[config.mk]
export PLATFORM = sky130hd
export DESIGN_NAME = ifetch_queue
export DESIGN_NICKNAME = d
export VERILOG_FILES = /design/src/rtl/ifetch_queue.sv
export SDC_FILE = /design/constraint.sdc
export NUM_CORES = 1
export LEC_CHECK = 0
export ABC_CLOCK_PERIOD_IN_PS = 11600
export BUFFER_PORTS_ARGS = -buffer_cell sky130_fd_sc_hd__buf_2
export CAP_MARGIN = 10
export CELL_PAD_IN_SITES_DETAIL_PLACEMENT = 0
export CELL_PAD_IN_SITES_GLOBAL_PLACEMENT = 1
export CORE_AREA = 8 8 216 218
export DETAILED_ROUTE_END_ITERATION = 10
export DIE_AREA = 0 0 224 226
export PLACE_DENSITY_LB_ADDON = 0.1
export SYNTH_ARGS = -nofsm -noshare
export SYNTH_HDL_FRONTEND = slang
export SYNTH_SLANG_ARGS = --single-unit
[constraint.sdc]
create_clock -name clk -period 11.6 [get_ports clk]
set_input_delay 2.9 -clock clk [delete_from_list [all_inputs] [get_ports clk]]
set_output_delay 2.9 -clock clk [all_outputs]
set_load 0.02 [all_outputs]
[src/rtl/ifetch_queue.sv]
// Instruction prefetch stage: sequential word fetch, credit-limited in-flight
// requests, show-ahead FIFO to the core, flush/restart on redirect.
module ifetch_queue #(
    parameter int          DEPTH    = 4,
    parameter logic [31:0] RESET_PC = 32'h0000_0000
) (
    input  logic        clk,
    input  logic        rst,
    input  logic        redirect_valid,
    input  logic [31:0] redirect_pc,
    output logic        mem_req_valid,
    output logic [31:0] mem_req_addr,
    input  logic        mem_req_ready,
    input  logic        mem_resp_valid,
    input  logic [31:0] mem_resp_data,
    output logic        instr_valid,
    output logic [31:0] instr,
    output logic [31:0] instr_pc,
    input  logic        instr_ready
);
    localparam int AW = $clog2(DEPTH);
    localparam int CW = AW + 1;
    localparam logic [CW:0] W_LIM = (CW+1)'(DEPTH);

    typedef enum logic {S_FETCH, S_FLUSH} state_t;

    state_t        r_state;
    state_t        w_state_nxt;
    logic [31:0]   r_fetch_pc;
    logic [31:0]   r_resp_pc;
    logic [CW-1:0] r_out;
    logic [CW-1:0] r_drop;
    logic [CW-1:0] r_count;
    logic [AW-1:0] r_wptr;
    logic [AW-1:0] r_rptr;
    logic [31:0]   r_data [DEPTH];
    logic [31:0]   r_pc   [DEPTH];

    logic          w_req_fire;
    logic          w_resp_fire;
    logic          w_push;
    logic          w_pop;
    logic [CW:0]   w_sum;
    logic [CW-1:0] w_out_nxt;
    logic [31:0]   w_rpc;
    logic          w_unused_ok;

    assign w_unused_ok = ^redirect_pc[1:0];
    assign w_rpc       = {redirect_pc[31:2], 2'b00};

    // Credit: buffered + in-flight words never exceed FIFO capacity
    assign w_sum = {1'b0, r_count} + {1'b0, r_out};
    assign mem_req_valid = !rst && (r_state == S_FETCH)
                         && (w_sum < W_LIM) && !redirect_valid;
    assign mem_req_addr  = r_fetch_pc;

    assign instr_valid = (r_state == S_FETCH) && (r_count != '0);
    assign instr       = r_data[r_rptr];
    assign instr_pc    = r_pc[r_rptr];

    assign w_req_fire  = mem_req_valid && mem_req_ready;
    assign w_resp_fire = mem_resp_valid;
    assign w_push = w_resp_fire && (r_state == S_FETCH) && !redirect_valid;
    assign w_pop  = instr_valid && instr_ready && !redirect_valid;
    assign w_out_nxt = r_out + CW'(w_req_fire) - CW'(w_resp_fire);

    always_ff @(posedge clk or posedge rst) begin
        if (rst) r_state <= S_FETCH;
        else     r_state <= w_state_nxt;
    end

    always_comb begin
        w_state_nxt = r_state;
        if (redirect_valid) begin
            w_state_nxt = (w_out_nxt != '0) ? S_FLUSH : S_FETCH;
        end else if (r_state == S_FLUSH && w_resp_fire
                     && r_drop == CW'(1)) begin
            w_state_nxt = S_FETCH;
        end
    end

    always_ff @(posedge clk or posedge rst) begin
        if (rst) begin
            r_fetch_pc <= RESET_PC;
            r_resp_pc  <= RESET_PC;
            r_out      <= '0;
            r_drop     <= '0;
            r_count    <= '0;
            r_wptr     <= '0;
            r_rptr     <= '0;
            for (int i = 0; i < DEPTH; i++) begin
                r_data[i] <= '0;
                r_pc[i]   <= '0;
            end
        end else begin
            r_out <= w_out_nxt;
            if (redirect_valid) begin
                // Every word still in flight now belongs to the old path
                r_fetch_pc <= w_rpc;
                r_resp_pc  <= w_rpc;
                r_drop     <= w_out_nxt;
                r_count    <= '0;
                r_wptr     <= '0;
                r_rptr     <= '0;
            end else begin
                if (w_req_fire)
                    r_fetch_pc <= r_fetch_pc + 32'd4;
                if (r_state == S_FLUSH && w_resp_fire)
                    r_drop <= r_drop - CW'(1);
                if (w_push) begin
                    r_data[r_wptr] <= mem_resp_data;
                    r_pc[r_wptr]   <= r_resp_pc;
                    r_wptr         <= r_wptr + AW'(1);
                    r_resp_pc      <= r_resp_pc + 32'd4;
                end
                if (w_pop)
                    r_rptr <= r_rptr + AW'(1);
                r_count <= r_count + CW'(w_push) - CW'(w_pop);
            end
        end
    end
endmodule

==> results of run 1 <==
worst max-delay path: stages:
cell    delay, ps
buf_2          90
buf_4         190
nor4_2        290
and3_1        180
buf_2         160
final cells by class:
class / instances / area (um^2)
Clock buffer: 58 / 1140
Tap cell: 592 / 741
Sequential cell: 322 / 8070
Multi-Input combinational cell: 666 / 6460
Timing Repair Buffer: 177 / 938
Inverter: 20 / 78.8
Clock inverter: 9 / 73.8
Fill cell: 4139 / 26000
report_power, final:
part	total (W)	internal, W	switching, W
sequential	0.00164	0.00144	0.000200
clock	0.00116	0.000697	0.000466
combinational	0.00105	0.000540	0.000513
synthesized netlist by cell type, types with 5 or more instances:
cell / number / area (um^2)
nand2_1: 61 / 229
buf_1: 8 / 30.0
nand3_1: 32 / 160
mux4_2: 62 / 1400
buf_2: 38 / 190
dfrtp_1: 322 / 8060
nor2_1: 30 / 113
nor3_1: 13 / 65.1
xor2_1: 13 / 114
buf_4: 5 / 37.5
ha_1: 14 / 175
mux2_2: 255 / 2870
xnor2_1: 26 / 228
and4_1: 6 / 52.6
a21oi_1: 7 / 35.0
o21ai_0: 44 / 220
o211ai_1: 12 / 90.1
a31oi_1: 8 / 50.1
and3_1: 11 / 68.8
nor4_1: 6 / 37.5
nand4_1: 16 / 100
clkbuf_1: 28 / 105
inv_1: 19 / 71.3
o311ai_0: 12 / 105
state kept, by name (all words and copies together) (netlist names):
name,cells
mem_req_addr,30
r_count,3
r_data,128
r_drop,3
r_out,3
r_pc,120
r_resp_pc,30
r_rptr,2
r_state,1
r_wptr,2
path summary, 6_finish.rpt:
kind	endpoint	slack (ps)
setup / recovery	mem_req_valid	4870
hold / removal	r_data[28]	500
setup reg to reg	r_state	8210
hold reg to reg	r_data[28]	500
max in group asynchronous	r_data[61]	7640
min in group asynchronous	mem_req_addr[25]	2550
metal layers:
layer  global-route usage  wire (um)
met5                    0          0
met2                0.249      18300
met4               0.0355        619
met3               0.0286       1560
met1                0.210      17500
stage by stage:
step	utilization	area (um^2)
2_1_floorplan	-	15000
3_3_place_gp	0.375	16300
3_5_place_dp	0.375	16300
4_1_cts	0.403	17500
5_1_grt	0.403	17500
6_report	0.403	17500
logic make-up after synthesis:
logic type | synth area share
and+or+nand+nor | 0.0687
adders and majority gates | 0.0144
other | 0.000251
DFF | 0.539
muxes | 0.287
AOI/OAI and AO/OA | 0.0371
buffers and inverters | 0.0307
xor gates and xnor gates | 0.0228
layout by cell type (no fill, tap or decap), drive strengths merged, types with 3 or more instances in the layout:
cell / netlist / routed
conb: 1 / 4
ha: 14 / 14
a21oi: 7 / 7
nor2: 30 / 30
dfrtp: 322 / 322
clkbuf: 30 / 58
and2: 3 / 3
nand4: 17 / 17
nor3: 14 / 14
or4: 3 / 3
mux4: 62 / 62
mux2i: 3 / 3
buf: 52 / 177
a31oi: 8 / 8
o211ai: 12 / 12
xor2: 13 / 13
o311ai: 13 / 13
and4: 6 / 6
nand2: 61 / 61
or3: 3 / 3
xnor2: 26 / 26
o21ai: 45 / 45
mux2: 255 / 255
inv: 20 / 20
clkinv: 0 / 7
nand3: 32 / 32
and3: 11 / 11
nor4: 10 / 10
==> flow_metrics.py, run 1 <==
metrics = {
    "clock_tree": {
        "cts_sinks": 322,
        "cts-root-buf": "clkbuf_16",
        "clockBufferDepth": 3,
        "cts_resized": 0,
        "clk_latency_ps": 540,
        "cts_made_buffers": 39,
        "clkSlewWorstSetupHoldPaths_ps": 50,
        "cts_tree": "built",
        "hold_buffers": 0,
        "htreeDepth": 2,
        "post-cts-setup-buffer-count": 0,
    },
    "timing": {
        "post-route-period-util": 0.580,
        "hold_violations": 0,
        "holdWs_ps": 499,
        "period_needed_ps": 6730,
        "fin_tns_setup_ps": 0,
        "slew_headroom": 0.287,
        "drv_slew": 0,
        "fmax_mhz": 149,
        "layout_setup_ws_ps": 4870,
        "fin_skew_ps": 32.7,
        "rsz0062_at_grt": "no",
        "setup_viol": 0,
        "tightest_slew_ps": 1070,
    },
    "grt": {
        "grt_pass1_wl_um": 61300,
        "antenna_found_initial": 0,
        "grt_overflow": 0,
        "grt_max_degree": 164,
        "grt.total_usage": 0.153,
        "grt_pass1_vias": 10100,
    },
    "floorplan": {
        "io_pins": 168,
        "die_area_um2": 50600,
        "die_x_um": 224,
        "num_rows": 77,
        "start_util": 0.344,
        "core-area_um2": 43500,
        "die_y_um": 226,
    },
    "power_and_ir_drop": {
        "irDropWorstVdd_mv": 0.0834,
        "p_per_area_nw_per_um2": 220,
        "p_leak_nw": 7.78,
        "power_w": 0.00385,
    },
    "routing": {
        "drtIter0Drc": 485,
        "firstDrtPassIters": 6,
        "wl_um": 38000,
        "ant_nets": 0,
        "avgViaCountPerCell": 5.05,
        "drc": 0,
        "vias": 9319,
        "wl_per_cell_um": 20.6,
    },
    "setup_path": {
        "worstPathRequired_ps": 8700,
        "cp-end-kind": "output pin",
        "r2r_cells": 14,
        "cp-start-kind": "input pin",
        "rr_startpoint": "r_count[1]",
        "crit_path_max_fanout": 19,
        "cp.arrival_ps": 3830,
        "cp-startpoint": "redirect_valid",
        "path_class": "input pin to output pin",
    },
    "place": {
        "portBuffers": 161,
        "routabilityCongestion": 0.722,
        "pre_cts_slack_ps": 4850,
        "post-place-cells": 1777,
        "dp_hpwl_um": 23800,
    },
    "cells_and_area": {
        "stdcell_count": 1844,
        "diodes": 0,
        "fin_nets": 1312,
        "drive_gt1_frac": 0.452,
        "area_growth_pct": 16.9,
    },
    "synth": {
        "synth-seq-cells": 322,
        "synth_flop_cell": "dfrtp_1",
        "syn-instance-count": 1087,
        "yosys_warnings": 0,
        "syn_area_um2": 15000,
        "synth-edff-count": 0,
        "synth-seq-area-share": 0.539,
        "synth.distinct_cells": 49,
        "avgSynthCellArea_um2": 13.8,
        "async_flop_share": 1.00,
    },
    "hold_path": {
        "hold_path.class": "register to register",
        "hold_path_depth": 1,
        "worstHoldStart": "r_data[28]",
    },
    "status": {
        "status": "completed",
    },
    "run": {
        "cap_violations": 0,
    },
}
Note: power is estimated with default switching activity, not from simulation.
==> run 2: changes to the inputs <==
- ABC_CLOCK_PERIOD_IN_PS: 11600 -> 5500
- clock period: 11.6 -> 5.5 ns (I/O delays scaled with it)
==> run 2 against run 1 <==
  * Global-route usage shrank 0.17 points
  * Final area grew 0.55%
  * Highest routed layer unchanged
  * Cell count is essentially flat
  * Critical endpoint is now instr_pc[31]
  * Register-to-register slack lost 5400 ps
==> flow_metrics.py, run 2 (synthesis results as in run 1) <==
metrics = {
    "setup_path": {
        "r2r_cells": 13,
        "worstPathRequired_ps": 4120,
        "rrSetupSlack_ps": 2830,
        "cp.arrival_ps": 2570,
        "cp-start-kind": "register",
        "path_class": "register to output pin",
        "rr_startpoint": "r_count[1]",
        "cp-end-kind": "output pin",
        "crit_path_max_fanout": 44,
        "r2r_end": "r_state",
    },
    "routing": {
        "drtIter0Drc": 461,
        "wl_per_cell_um": 20.3,
        "ant_nets": 0,
        "vias": 9265,
        "wl_um": 37500,
        "firstDrtPassIters": 4,
        "drc": 0,
        "avgViaCountPerCell": 5.02,
    },
    "timing": {
        "fin_tns_setup_ps": 0,
        "holdWs_ps": 499,
        "hold_violations": 0,
        "slew_headroom": 0.309,
        "tightest_slew_ps": 1030,
        "drv_slew": 0,
        "period_needed_ps": 3950,
        "fmax_mhz": 253,
        "post-route-period-util": 0.718,
        "rsz0062_at_grt": "no",
        "fin_skew_ps": 11.2,
        "setup_viol": 0,
    },
    "cells_and_area": {
        "final_cell_mix": "320 x dfrtp_1, 255 x mux2_2, 161 x buf_2",
        "drive_gt1_frac": 0.451,
        "regMostFlops": "r_data",
        "stdcell_area_um2": 17600,
        "largest_reg_flops": 128,
        "fin_nets": 1313,
        "area_growth_pct": 17.6,
        "reg_top3": "r_data (128), r_pc (120)",
        "stdcell_count": 1845,
        "final_common_cell": "dfrtp_1",
        "post-route-util": 0.405,
        "multi_input_area_um2": 6460,
        "nFillCells": 4156,
        "regArea_um2": 8070,
    },
    "floorplan": {
        "core-area_um2": 43500,
        "die_area_um2": 50600,
        "io_pins": 168,
        "start_util": 0.344,
        "num_rows": 77,
        "die_y_um": 226,
        "die_x_um": 224,
    },
    "hold_path": {
        "hold_path_end": "r_pc[85]",
        "worstHoldStart": "r_pc[85]",
        "hold_path_depth": 1,
        "hold_path.class": "register to register",
    },
    "clock_tree": {
        "hold_buffers": 0,
        "clockBufferDepth": 3,
        "clk_latency_ps": 540,
        "cts_made_buffers": 39,
        "cts_sinks": 322,
        "post-cts-setup-buffer-count": 0,
        "clkSlewWorstSetupHoldPaths_ps": 60,
        "cts_resized": 0,
        "cts_tree": "built",
        "cts-root-buf": "clkbuf_16",
        "htreeDepth": 2,
    },
    "power_and_ir_drop": {
        "p_sw_w": 0.00247,
        "power.share.sequential": 0.424,
        "irDropWorstVdd_mv": 0.165,
        "p_sw_frac": 0.304,
        "combPwrFrac": 0.273,
        "internal_power_w": 0.00566,
        "p_per_area_nw_per_um2": 463,
        "p_leak_nw": 7.80,
        "clockPowerShare": 0.303,
    },
    "place": {
        "post_dp_cell_area_um2": 16400,
        "dp_hpwl_um": 24400,
        "routabilityCongestion": 0.747,
        "portBuffers": 161,
        "post-place-cells": 1778,
    },
    "grt": {
        "grt_pass1_vias": 9983,
        "grt_overflow": 0,
        "grt_max_degree": 131,
        "grt.total_usage": 0.151,
        "antenna_found_initial": 0,
        "grt_pass1_wl_um": 60200,
    },
    "status": {
        "status": "completed",
    },
    "run": {
        "cap_violations": 0,
    },
}
## run 2: cell count changes in the layout (fill, tap and decap cells not counted)
cell / before / now
nor2_1: 30 / 29
clkbuf_8: 9 / 6
buf_4: 15 / 10
clkinvlp_4: 1 / 2
clkbuf_16: 39 / 41
nor2_2: 0 / 1
clkinv_2: 7 / 4
clkbuf_1: 10 / 12
diode_2: 0 / 1
buf_12: 1 / 7
## run 2: worst max path at each step
stage              startpoint                to  slack, ps  cells past startpoint
2_1_floorplan             rst  mem_req_addr[10]       -170                      1
3_3_place_gp   redirect_valid           r_state       1720                     13
5_1_grt             r_rptr[1]      instr_pc[31]       1390                      3
6_report            r_rptr[1]      instr_pc[31]       1550                      3
3_5_place_dp   redirect_valid           r_state       1690                     13
4_1_cts             r_rptr[1]      instr_pc[31]       1420                      3
## run 2: routing by layer
layer | vias up | routed length, um | GRT usage
met3 | 45 | 1640 | 0.0353
met2 | 182 | 17600 | 0.246
met4 | 0 | 697 | 0.0376
met5 | - | 0 | 0
li1 | 4260 | - | -
met1 | 4778 | 17600 | 0.202
## run 2: stage by stage
| step | power [W] | setup WS, ps |
|---|---|---|
| 2_1_floorplan | 0.00504 | -170 |
| 3_3_place_gp | 0.00575 | 1720 |
| 3_5_place_dp | 0.00579 | 1690 |
| 4_1_cts | 0.00833 | 1420 |
| 5_1_grt | 0.00865 | 1390 |
| 6_report | 0.00814 | 1550 |
## run 2: power by group through the flow
stage | combinational, W | sequential, W | clock [W]
finish | 0.00222 | 0.00345 | 0.00247
global route | 0.00243 | 0.00355 | 0.00266
CTS | 0.00229 | 0.00346 | 0.00257
detailed placement | 0.00229 | 0.00350 | 0
global placement | 0.00226 | 0.00349 | 0
floorplan | 0.00169 | 0.00335 | 0
## run 2: area by class of cell
cell class | instances | share of cell area
clock inverters | 7 | 0.00377
well taps | 592 | 0.0421
repair buffers | 178 | 0.0580
diodes | 1 | 0.000142
multi-input cells | 666 | 0.367
clock buffers | 59 | 0.0656
inverters | 20 | 0.00448
flip-flops and latches | 322 | 0.459
## run 2: critical path, stage by stage, from the launching register on
cell and delay (ps):
dfrtp_4 970, buf_4 460, mux4_2 380, buf_2 190
==> run 3: changes to the inputs <==
- ABC_CLOCK_PERIOD_IN_PS: 5500 -> 3550
- clock period: 5.5 -> 3.55 ns (I/O delays scaled with it)
==> run 3 against run 2 <==
  * Sequential power increased by 54%
  * Clock power is 62% higher
  * Clock-buffer cell count fell by 5
==> flow_metrics.py, run 3 (synthesis results as in run 1) <==
metrics = {
    "status": {
        "status": "completed",
    },
    "routing": {
        "wl_per_cell_um": 20.7,
        "wl_um": 38400,
        "avgViaCountPerCell": 5.03,
        "drtIter0Drc": 399,
        "vias": 9330,
        "ant_nets": 0,
        "drc": 0,
        "firstDrtPassIters": 5,
    },
    "cells_and_area": {
        "regArea_um2": 8070,
        "largest_reg_flops": 128,
        "final_cell_mix": "320 x dfrtp_1, 255 x mux2_2, 161 x buf_2",
        "diodes": 0,
        "drive_gt1_frac": 0.460,
        "multi_input_area_um2": 6460,
        "area_growth_pct": 18.9,
        "stdcell_area_um2": 17800,
        "regMostFlops": "r_data",
        "fin_nets": 1324,
        "stdcell_count": 1855,
        "post-route-util": 0.409,
        "reg_top3": "r_data (128), r_pc (120)",
        "final_common_cell": "dfrtp_1",
        "nFillCells": 4183,
    },
    "power_and_ir_drop": {
        "irDropWorstVdd_mv": 0.281,
        "power_w": 0.0128,
        "internal_power_w": 0.00895,
        "p_per_area_nw_per_um2": 721,
        "p_sw_frac": 0.302,
        "power.share.sequential": 0.415,
        "p_leak_nw": 7.90,
        "clockPowerShare": 0.312,
        "combPwrFrac": 0.274,
        "p_sw_w": 0.00388,
    },
    "grt": {
        "grt_pass1_vias": 10200,
        "grt_pass1_wl_um": 61800,
        "grt.total_usage": 0.155,
        "grt_overflow": 0,
        "antenna_found_initial": 0,
        "grt_max_degree": 83,
    },
    "floorplan": {
        "die_area_um2": 50600,
        "io_pins": 168,
        "die_x_um": 224,
        "core-area_um2": 43500,
        "start_util": 0.344,
        "die_y_um": 226,
        "num_rows": 77,
    },
    "clock_tree": {
        "clockBufferDepth": 3,
        "clk_latency_ps": 540,
        "post-cts-setup-buffer-count": 0,
        "hold_buffers": 0,
        "cts_sinks": 322,
        "cts-root-buf": "clkbuf_16",
        "htreeDepth": 2,
        "clkSlewWorstSetupHoldPaths_ps": 50,
        "cts_made_buffers": 39,
        "cts_tree": "built",
        "cts_resized": 0,
    },
    "place": {
        "post-place-cells": 1789,
        "portBuffers": 161,
        "pre_cts_slack_ps": 407,
        "post_dp_cell_area_um2": 16500,
        "dp_hpwl_um": 25000,
        "routabilityCongestion": 0.748,
    },
    "setup_path": {
        "cp-start-kind": "register",
        "path_class": "register to output pin",
        "crit_path_max_fanout": 30,
        "cp.arrival_ps": 2290,
        "worstPathRequired_ps": 2660,
        "cp-end-kind": "output pin",
    },
    "timing": {
        "fin_skew_ps": 16.0,
        "drv_slew": 0,
        "tightest_slew_ps": 752,
        "period_needed_ps": 3180,
        "slew_headroom": 0.497,
        "post-route-period-util": 0.896,
        "rsz0062_at_grt": "no",
        "setup_viol": 0,
        "hold_violations": 0,
        "fmax_mhz": 314,
        "layout_setup_ws_ps": 370,
    },
    "run": {
        "cap_violations": 0,
    },
    "hold_path": {
        "hold_path.class": "input pin to async pin",
    },
}
## run 3: cell types whose count changed in the layout (fill, tap and decap cells not counted), moves of 2 or more
| cell | change |
|---|---|
| clkinv_2 | +4 |
| clkbuf_1 | -6 |
| buf_12 | +4 |
| buf_4 | +7 |
| bufinv_16 | +2 |
## run 3: final timing paths
path,start,endpoint,slack [ps],depth (start not counted)
max,r_rptr[1],instr_pc[31],370,3
min,rst,r_pc[53],450,2
max reg2reg,r_out[1],r_state,900,13
min reg2reg,r_pc[87],r_pc[87],500,1
max in group asynchronous,rst,r_pc[8],2140,3
min in group clk,r_pc[87],r_pc[87],500,1
## run 3: per-layer routing
layer	share of wire	GRT usage	vias to the layer above	wire [um]
met5	0	0	-	0
met3	0.042	0.0317	44	1620
met1	0.47	0.209	4828	17900
met2	0.47	0.253	175	18200
met4	0.017	0.0414	0	633
li1	-	-	4283	-
## run 3: critical path, stage by stage (launching register included)
cell and delay, ps:
dfrtp_4 810, buf_4 360, mux4_2 390, buf_2 190
## run 3: final cells by class
cell class	instances	area share
sequential	322	0.454
multi-input combinational	666	0.363
timing repair buffer	189	0.0649
clock buffer	54	0.0644
tap	592	0.0417
clock inverter	12	0.00774
inverter	20	0.00443
## run 3: power by group through the flow
| stage | combinational [W] | clock (W) | sequential (W) |
|---|---|---|---|
| 5_1_grt | 0.00384 | 0.00429 | 0.00548 |
| 3_5_place_dp | 0.00361 | 0 | 0.00538 |
| 4_1_cts | 0.00362 | 0.00415 | 0.00533 |
| 3_3_place_gp | 0.00356 | 0 | 0.00536 |
| 2_1_floorplan | 0.00261 | 0 | 0.00519 |
| 6_report | 0.00351 | 0.00400 | 0.00532 |
## run 3: metrics by stage
| step | setup TNS [ps] | hold WS [ps] |
|---|---|---|
| 5_1_grt | 0 | 468 |
| 3_3_place_gp | 0 | 484 |
| 3_5_place_dp | 0 | 490 |
| 4_1_cts | 0 | 438 |
| 6_report | 0 | 449 |
| 2_1_floorplan | -525590 | 475 |
